## src/rtl/axi_pkg.sv

```systemverilog
// Shared AXI constants, the read-master state type and the transfer-size helper.
package axi_pkg;

    localparam logic [1:0] AXI_BURST_FIXED = 2'b00;
    localparam logic [1:0] AXI_BURST_INCR  = 2'b01;
    localparam logic [1:0] AXI_BURST_WRAP  = 2'b10;

    localparam logic [1:0] AXI_RESP_OKAY   = 2'b00;
    localparam logic [1:0] AXI_RESP_EXOKAY = 2'b01;
    localparam logic [1:0] AXI_RESP_SLVERR = 2'b10;
    localparam logic [1:0] AXI_RESP_DECERR = 2'b11;

    typedef enum logic [1:0] {
        ST_IDLE,
        ST_ADDR,
        ST_DATA,
        ST_DRAIN
    } rd_state_t;

    // AxSIZE encoding is log2 of the bytes per beat.
    function automatic logic [2:0] axi_size_for_width(input int width);
        case (width)
            8:       return 3'd0;
            16:      return 3'd1;
            32:      return 3'd2;
            64:      return 3'd3;
            128:     return 3'd4;
            default: return 3'd0;
        endcase
    endfunction

endpackage

```

## src/rtl/axi_rd_out_reg.sv

```systemverilog
// Single-entry output register for R beats; generates rready so the stream runs at full throughput.
module axi_rd_out_reg #(
    parameter int DATA_WIDTH = 32
) (
    input  logic                  clk,
    input  logic                  rst,
    input  logic                  enable,
    input  logic [DATA_WIDTH-1:0] rdata,
    input  logic                  rvalid,
    input  logic                  beat_last,
    output logic                  rready,
    output logic [DATA_WIDTH-1:0] out_data,
    output logic                  out_last,
    output logic                  out_valid,
    input  logic                  out_ready
);

    logic load;

    // Room exists when the register is empty or is being emptied this cycle.
    assign rready = enable && (!out_valid || out_ready);
    assign load   = rvalid && rready;

    always_ff @(posedge clk or posedge rst) begin
        if (rst) begin
            out_data  <= '0;
            out_last  <= 1'b0;
            out_valid <= 1'b0;
        end else if (load) begin
            out_data  <= rdata;
            out_last  <= beat_last;
            out_valid <= 1'b1;
        end else if (out_valid && out_ready) begin
            out_last  <= 1'b0;
            out_valid <= 1'b0;
        end
    end

endmodule

```

## src/rtl/axi_read_master.sv

```systemverilog
// AXI4 burst-read master: one INCR burst at a time, beats re-presented on a registered stream.
// Optional AXI_RD_RESP_CHECK_EN adds rresp checking and the err_resp capture port.
module axi_read_master
    import axi_pkg::*;
#(
    parameter int ADDRESS_WIDTH = 8,
    parameter int DATA_WIDTH    = 32
) (
    input  logic                     aclk,
    input  logic                     areset,
    input  logic [ADDRESS_WIDTH-1:0] cmd_addr,
    input  logic [7:0]               cmd_len,
    input  logic                     cmd_valid,
    output logic                     cmd_ready,
    output logic [ADDRESS_WIDTH-1:0] araddr,
    output logic [7:0]               arlen,
    output logic [2:0]               arsize,
    output logic [1:0]               arburst,
    output logic                     arvalid,
    input  logic                     arready,
    input  logic [DATA_WIDTH-1:0]    rdata,
    input  logic [1:0]               rresp,
    input  logic                     rlast,
    input  logic                     rvalid,
    output logic                     rready,
    output logic [DATA_WIDTH-1:0]    out_data,
    output logic                     out_last,
    output logic                     out_valid,
    input  logic                     out_ready,
    output logic                     done,
    output logic                     err
`ifdef AXI_RD_RESP_CHECK_EN
    ,
    output logic [1:0]               err_resp
`endif
);

    rd_state_t  state;
    logic [7:0] count;
    logic       data_phase;
    logic       beat_load;
    logic       last_beat;

    assign cmd_ready  = (state == ST_IDLE);
    assign arsize     = axi_size_for_width(DATA_WIDTH);
    assign arburst    = AXI_BURST_INCR;
    assign data_phase = (state == ST_DATA);
    assign beat_load  = rvalid && rready;
    assign last_beat  = (count == 8'd0);
    assign done       = (state == ST_DRAIN) && out_valid && out_ready && out_last;

`ifndef AXI_RD_RESP_CHECK_EN
    logic unused_rresp;
    assign unused_rresp = ^rresp;
`endif

    axi_rd_out_reg #(
        .DATA_WIDTH(DATA_WIDTH)
    ) u_out_reg (
        .clk      (aclk),
        .rst      (areset),
        .enable   (data_phase),
        .rdata    (rdata),
        .rvalid   (rvalid),
        .beat_last(last_beat),
        .rready   (rready),
        .out_data (out_data),
        .out_last (out_last),
        .out_valid(out_valid),
        .out_ready(out_ready)
    );

    // Burst length is governed by the internal counter; rlast is only cross-checked against it.
    always_ff @(posedge aclk or posedge areset) begin
        if (areset) begin
            state   <= ST_IDLE;
            araddr  <= '0;
            arlen   <= '0;
            arvalid <= 1'b0;
            count   <= '0;
            err     <= 1'b0;
`ifdef AXI_RD_RESP_CHECK_EN
            err_resp <= AXI_RESP_OKAY;
`endif
        end else begin
            case (state)
                ST_IDLE: begin
                    if (cmd_valid) begin
                        araddr  <= cmd_addr;
                        arlen   <= cmd_len;
                        count   <= cmd_len;
                        arvalid <= 1'b1;
                        err     <= 1'b0;
`ifdef AXI_RD_RESP_CHECK_EN
                        err_resp <= AXI_RESP_OKAY;
`endif
                        state   <= ST_ADDR;
                    end
                end
                ST_ADDR: begin
                    if (arready) begin
                        arvalid <= 1'b0;
                        state   <= ST_DATA;
                    end
                end
                ST_DATA: begin
                    if (beat_load) begin
                        if (rlast != last_beat) begin
                            err <= 1'b1;
                        end
`ifdef AXI_RD_RESP_CHECK_EN
                        if (rresp != AXI_RESP_OKAY) begin
                            err <= 1'b1;
                            if (err_resp == AXI_RESP_OKAY) begin
                                err_resp <= rresp;
                            end
                        end
`endif
                        if (last_beat) begin
                            state <= ST_DRAIN;
                        end else begin
                            count <= count - 8'd1;
                        end
                    end
                end
                ST_DRAIN: begin
                    if (done) begin
                        state <= ST_IDLE;
                    end
                end
                default: state <= ST_IDLE;
            endcase
        end
    end

endmodule

```

## config.mk

```make
export PLATFORM = sky130hd
export DESIGN_NAME = axi_read_master
export DESIGN_NICKNAME = d
export VERILOG_FILES = /design/src/rtl/axi_pkg.sv /design/src/rtl/axi_rd_out_reg.sv /design/src/rtl/axi_read_master.sv
export SDC_FILE = /design/constraint.sdc
export NUM_CORES = 1
export LEC_CHECK = 0
export CORE_MARGIN = 5
export CORE_UTILIZATION = 47
export DETAILED_ROUTE_END_ITERATION = 6
export GPL_TIMING_DRIVEN = 0
export PLACE_DENSITY = 0.86
export RECOVER_POWER = 100
export SLEW_MARGIN = 40
export SYNTH_ARGS = -nofsm -noshare
export SYNTH_HDL_FRONTEND = slang
export SYNTH_HIERARCHICAL = 1
export SYNTH_SLANG_ARGS = --single-unit
```

## constraint.sdc

```tcl
create_clock -name aclk -period 4.8 [get_ports aclk]
set_clock_uncertainty 0.2 [all_clocks]
set_input_delay 0.96 -clock aclk [delete_from_list [all_inputs] [get_ports aclk]]
set_output_delay 0.96 -clock aclk [all_outputs]
set_load 0.01 [all_outputs]
```

==> impl_results.md <==
* Vias at ~2,200
* Worst Setup End Kind: output pin
* Gr usage total at 18.3%
* CP top delay family: buffers and inverters
* Die width at 89.5 um
* Hold Crit Class: reg2reg
* Setup crit start kind: input port
* Synth top area share at 52.2%
* Worst R2R Setup Slack at 2.02 ns
* Unrepaired setup endpoints after global routing: false
* Crit. Startpoint: out_ready
* Seq/Total Area, Yosys at 52.2%
* Iteration-0 DRC Markers at 53
* Arr. time, crit path at 2.61 ns
* Worst Path Required at 3.64 ns
* Worst rel slew slack at 16.2%
* Top Ports at approximately 120
* Final WL at 6930 um
* Vias in the first global route at 2,263
* H-tree Lvls at 3
* CTS clk-pin slew, worst paths at 0.06 ns
* Total congestion overflow at 0
* Post-synth EDFFs at 0
* Antenna viol nets, final at 0
* Rows at 29
* Fin. Hold Viols at 0
* Fillers at between 400 and 500
* Setup-failing EPs final at 0
* Die Y at roughly 90 um
* Cell Area, Placed at 0.00417 sq mm
* First-pass GRT wire length at 11,200 um
* RR Startpoint: state[0]
* Setup Fix Bufs, Post-CTS at 0
* Synthesized area at between 0.002 and 0.003 sq mm
* CP max stage cell: dlygate4sd3_1
* Power share of the combinational group at 47.0%
* Ant diodes at 0
* Mapped Cells at 219
* Internal at 1.69 mW
* Ratio of final minimum period to clock period at 78.5%
* Final TNS setup at 0 ns
* CP Max Fanout at 4
* HP Start: u_out_reg/out_data[22]
* Max Transition Viols Final at 0
* Peak supply drop at between 300 and 400 uV
* Crit path top cell by count: dlygate4sd3_1
* Hold buffers post-CTS at 0
* Root buffer cell: clkbuf_8
* Yosys cell types at 47
* Remaining DRCs at 0
* Max Cap Violations at 0
* Synth warn at 6
* WP buf/inv at 2
* Area growth syn-to-layout at 40.6%
* Reg power frac at 36.1%
* Cell taking the most area after synthesis: dfrtp_1
* Pleak at 1.81 nW
* Share of cells above drive strength 1 at between 10% and 20%
* Syn_area_per_cell at 13.6 sq um
* Drt via density at 5.23
* Sink Count at 62
* Footprint of the multi-input gates at 0.00113 sq mm
* Max clock buf depth at 2
* Total Nets Final at 405
* CP max stage delay at 0.61 ns
* Worst slew pin tran at 1.26 ns
* Largest cells by area after synthesis: dfrtp_1 (52%), mux2_4 (15%), mux2_2 (6.8%)
* Total die area at about 0.008 sq mm
* Core Area at 0.00624 sq mm
* Cell breakdown of the critical path: dlygate4sd3_1 > or2b_1 > and2_0 > dlygate4sd3_1
* Ys flop type: dfrtp_1
* Clk pwr share at 17.0%
* Critical Setup Path Class: in2out
* Antenna violations before repair at 0
* CTS tree: yes
* Final std cell area, no fill at around 0.0042 sq mm
* P per Cell Area at 620 mW/mm^2
* Flip-flop and latch area at about 0.0016 sq mm
* FF+latch count, synth at 62
* Inserted Clock Buffers at 9
* GPL Wtd Cong at approximately 0.8
* Max Fclk at 265 MHz
* Asr flop ratio synth at between 90% and 100%
* Clk Latency, worst-skew pair at 0.33 ns
* Final min period at 3.77 ns
* Wire length per cell at 16.4 um
* Initial Utilization at 47.6%
* CTS resizes at 0
* Status: finished clean
* Switch share at approximately a third
* Drt pass-1 iters at 5
* Dpl hpwl at between 5000 and 6000 um
* Largest net degree at the start of global routing at 35
* Input/output buffers at 109
* Switch Pwr at 0.899 mW
## cell families after synthesis
logic type / Yosys count / share of synthesized area (%)
flops: 62 / 52.2
xor+xnor: 1 / 0.295
mux: 50 / 22.7
fa+ha+maj: 6 / 2.53
simple gates: 39 / 9.14
buf+inv: 25 / 5.60
other cells: 2 / 0.253
compound gates: 34 / 7.28
## cell usage in the layout (no fill, tap or decap), drive strengths merged, types with 2 or more instances in the layout
cell type	netlist	final
inv	12	12
nor4	2	2
dlygate4sd3	0	58
or3	3	3
dfrtp	62	62
a21oi	6	6
nor2	5	5
nand3	4	4
nor4b	2	2
ha	6	6
nand4	2	2
o32ai	2	2
clkinv	0	2
a31oi	6	6
clkbuf	3	17
buf	10	7
o22ai	2	2
nand2	7	7
mux2	49	49
nor3	3	3
conb	2	5
a22oi	2	2
o21ai	10	10
nor2b	3	3
nand2b	4	4
clkdlybuf4s50	0	51
## per-layer routing
metal / vias to the layer above / routed length (um) / global-route usage, %
li1: 1026 / - / -
met1: 1055 / 2720 / 22.8
met2: 112 / 3410 / 30.2
met3: 18 / 667 / 4.88
met4: 0 / 128 / 7.58
met5: - / 0 / 0
## sequential cells by signal, summed over array words and instances (netlist names)
signal,cells
u_out_reg/out_data,32
araddr,8
arlen,8
count,8
state,2
arvalid,1
err,1
u_out_reg/out_last,1
u_out_reg/out_valid,1
## power groups by stage
stage	registers (mW)	clock network (mW)	logic, mW
after floorplan	1.04	0	0.718
after global placement	0.942	0	1.44
after detailed placement	0.963	0	1.48
after CTS	0.955	0.454	1.49
after global routing	0.974	0.478	1.33
final	0.934	0.440	1.22
## final cells by class
cell class | instances | area share (%)
flip-flops and latches | 62 | 37.1
multi-input cells | 135 | 27.1
repair buffers | 109 | 26.1
clock buffers | 11 | 3.38
well taps | 77 | 2.31
plain buffers | 13 | 1.74
clock inverters | 4 | 1.14
inverters | 12 | 1.08
## stage by stage
stage	util [%]	power (mW)	hold WS (ns)	instances	setup WS, ns
3_5_place_dp	66.8	2.44	0.291	408	1.27
6_report	67.0	2.59	0.279	423	1.03
3_3_place_gp	66.8	2.38	0.288	408	1.26
2_1_floorplan	-	1.76	0.270	222	2.28
5_1_grt	67.0	2.78	0.297	423	0.988
4_1_cts	69.8	2.90	0.310	423	1.26
## synth_stat cells (all sizes together), types with 2 or more instances
| master | number |
|---|---|
| o21ai | 10 |
| o22ai | 2 |
| mux2 | 49 |
| o32ai | 2 |
| a21oi | 6 |
| inv | 12 |
| nor4 | 2 |
| buf | 10 |
| a22oi | 2 |
| nand2 | 7 |
| dfrtp | 62 |
| nor2b | 3 |
| nand3 | 4 |
| nor2 | 5 |
| ha | 6 |
| nand2b | 4 |
| or3 | 3 |
| nor4b | 2 |
| nor3 | 3 |
| a31oi | 6 |
| conb | 2 |
| clkbuf | 3 |
| nand4 | 2 |
## final timing paths
| kind | to | depth (start not counted) |
|---|---|---|
| setup / recovery | rready | 4 |
| hold / removal | u_out_reg/out_data[22] | 1 |
| setup reg to reg | count[0] | 7 |
| hold reg to reg | u_out_reg/out_data[22] | 1 |
| max in group asynchronous | u_out_reg/out_data[22] | 2 |
| min in group asynchronous | araddr[2] | 2 |
Note: power is estimated with default switching activity, not from simulation.
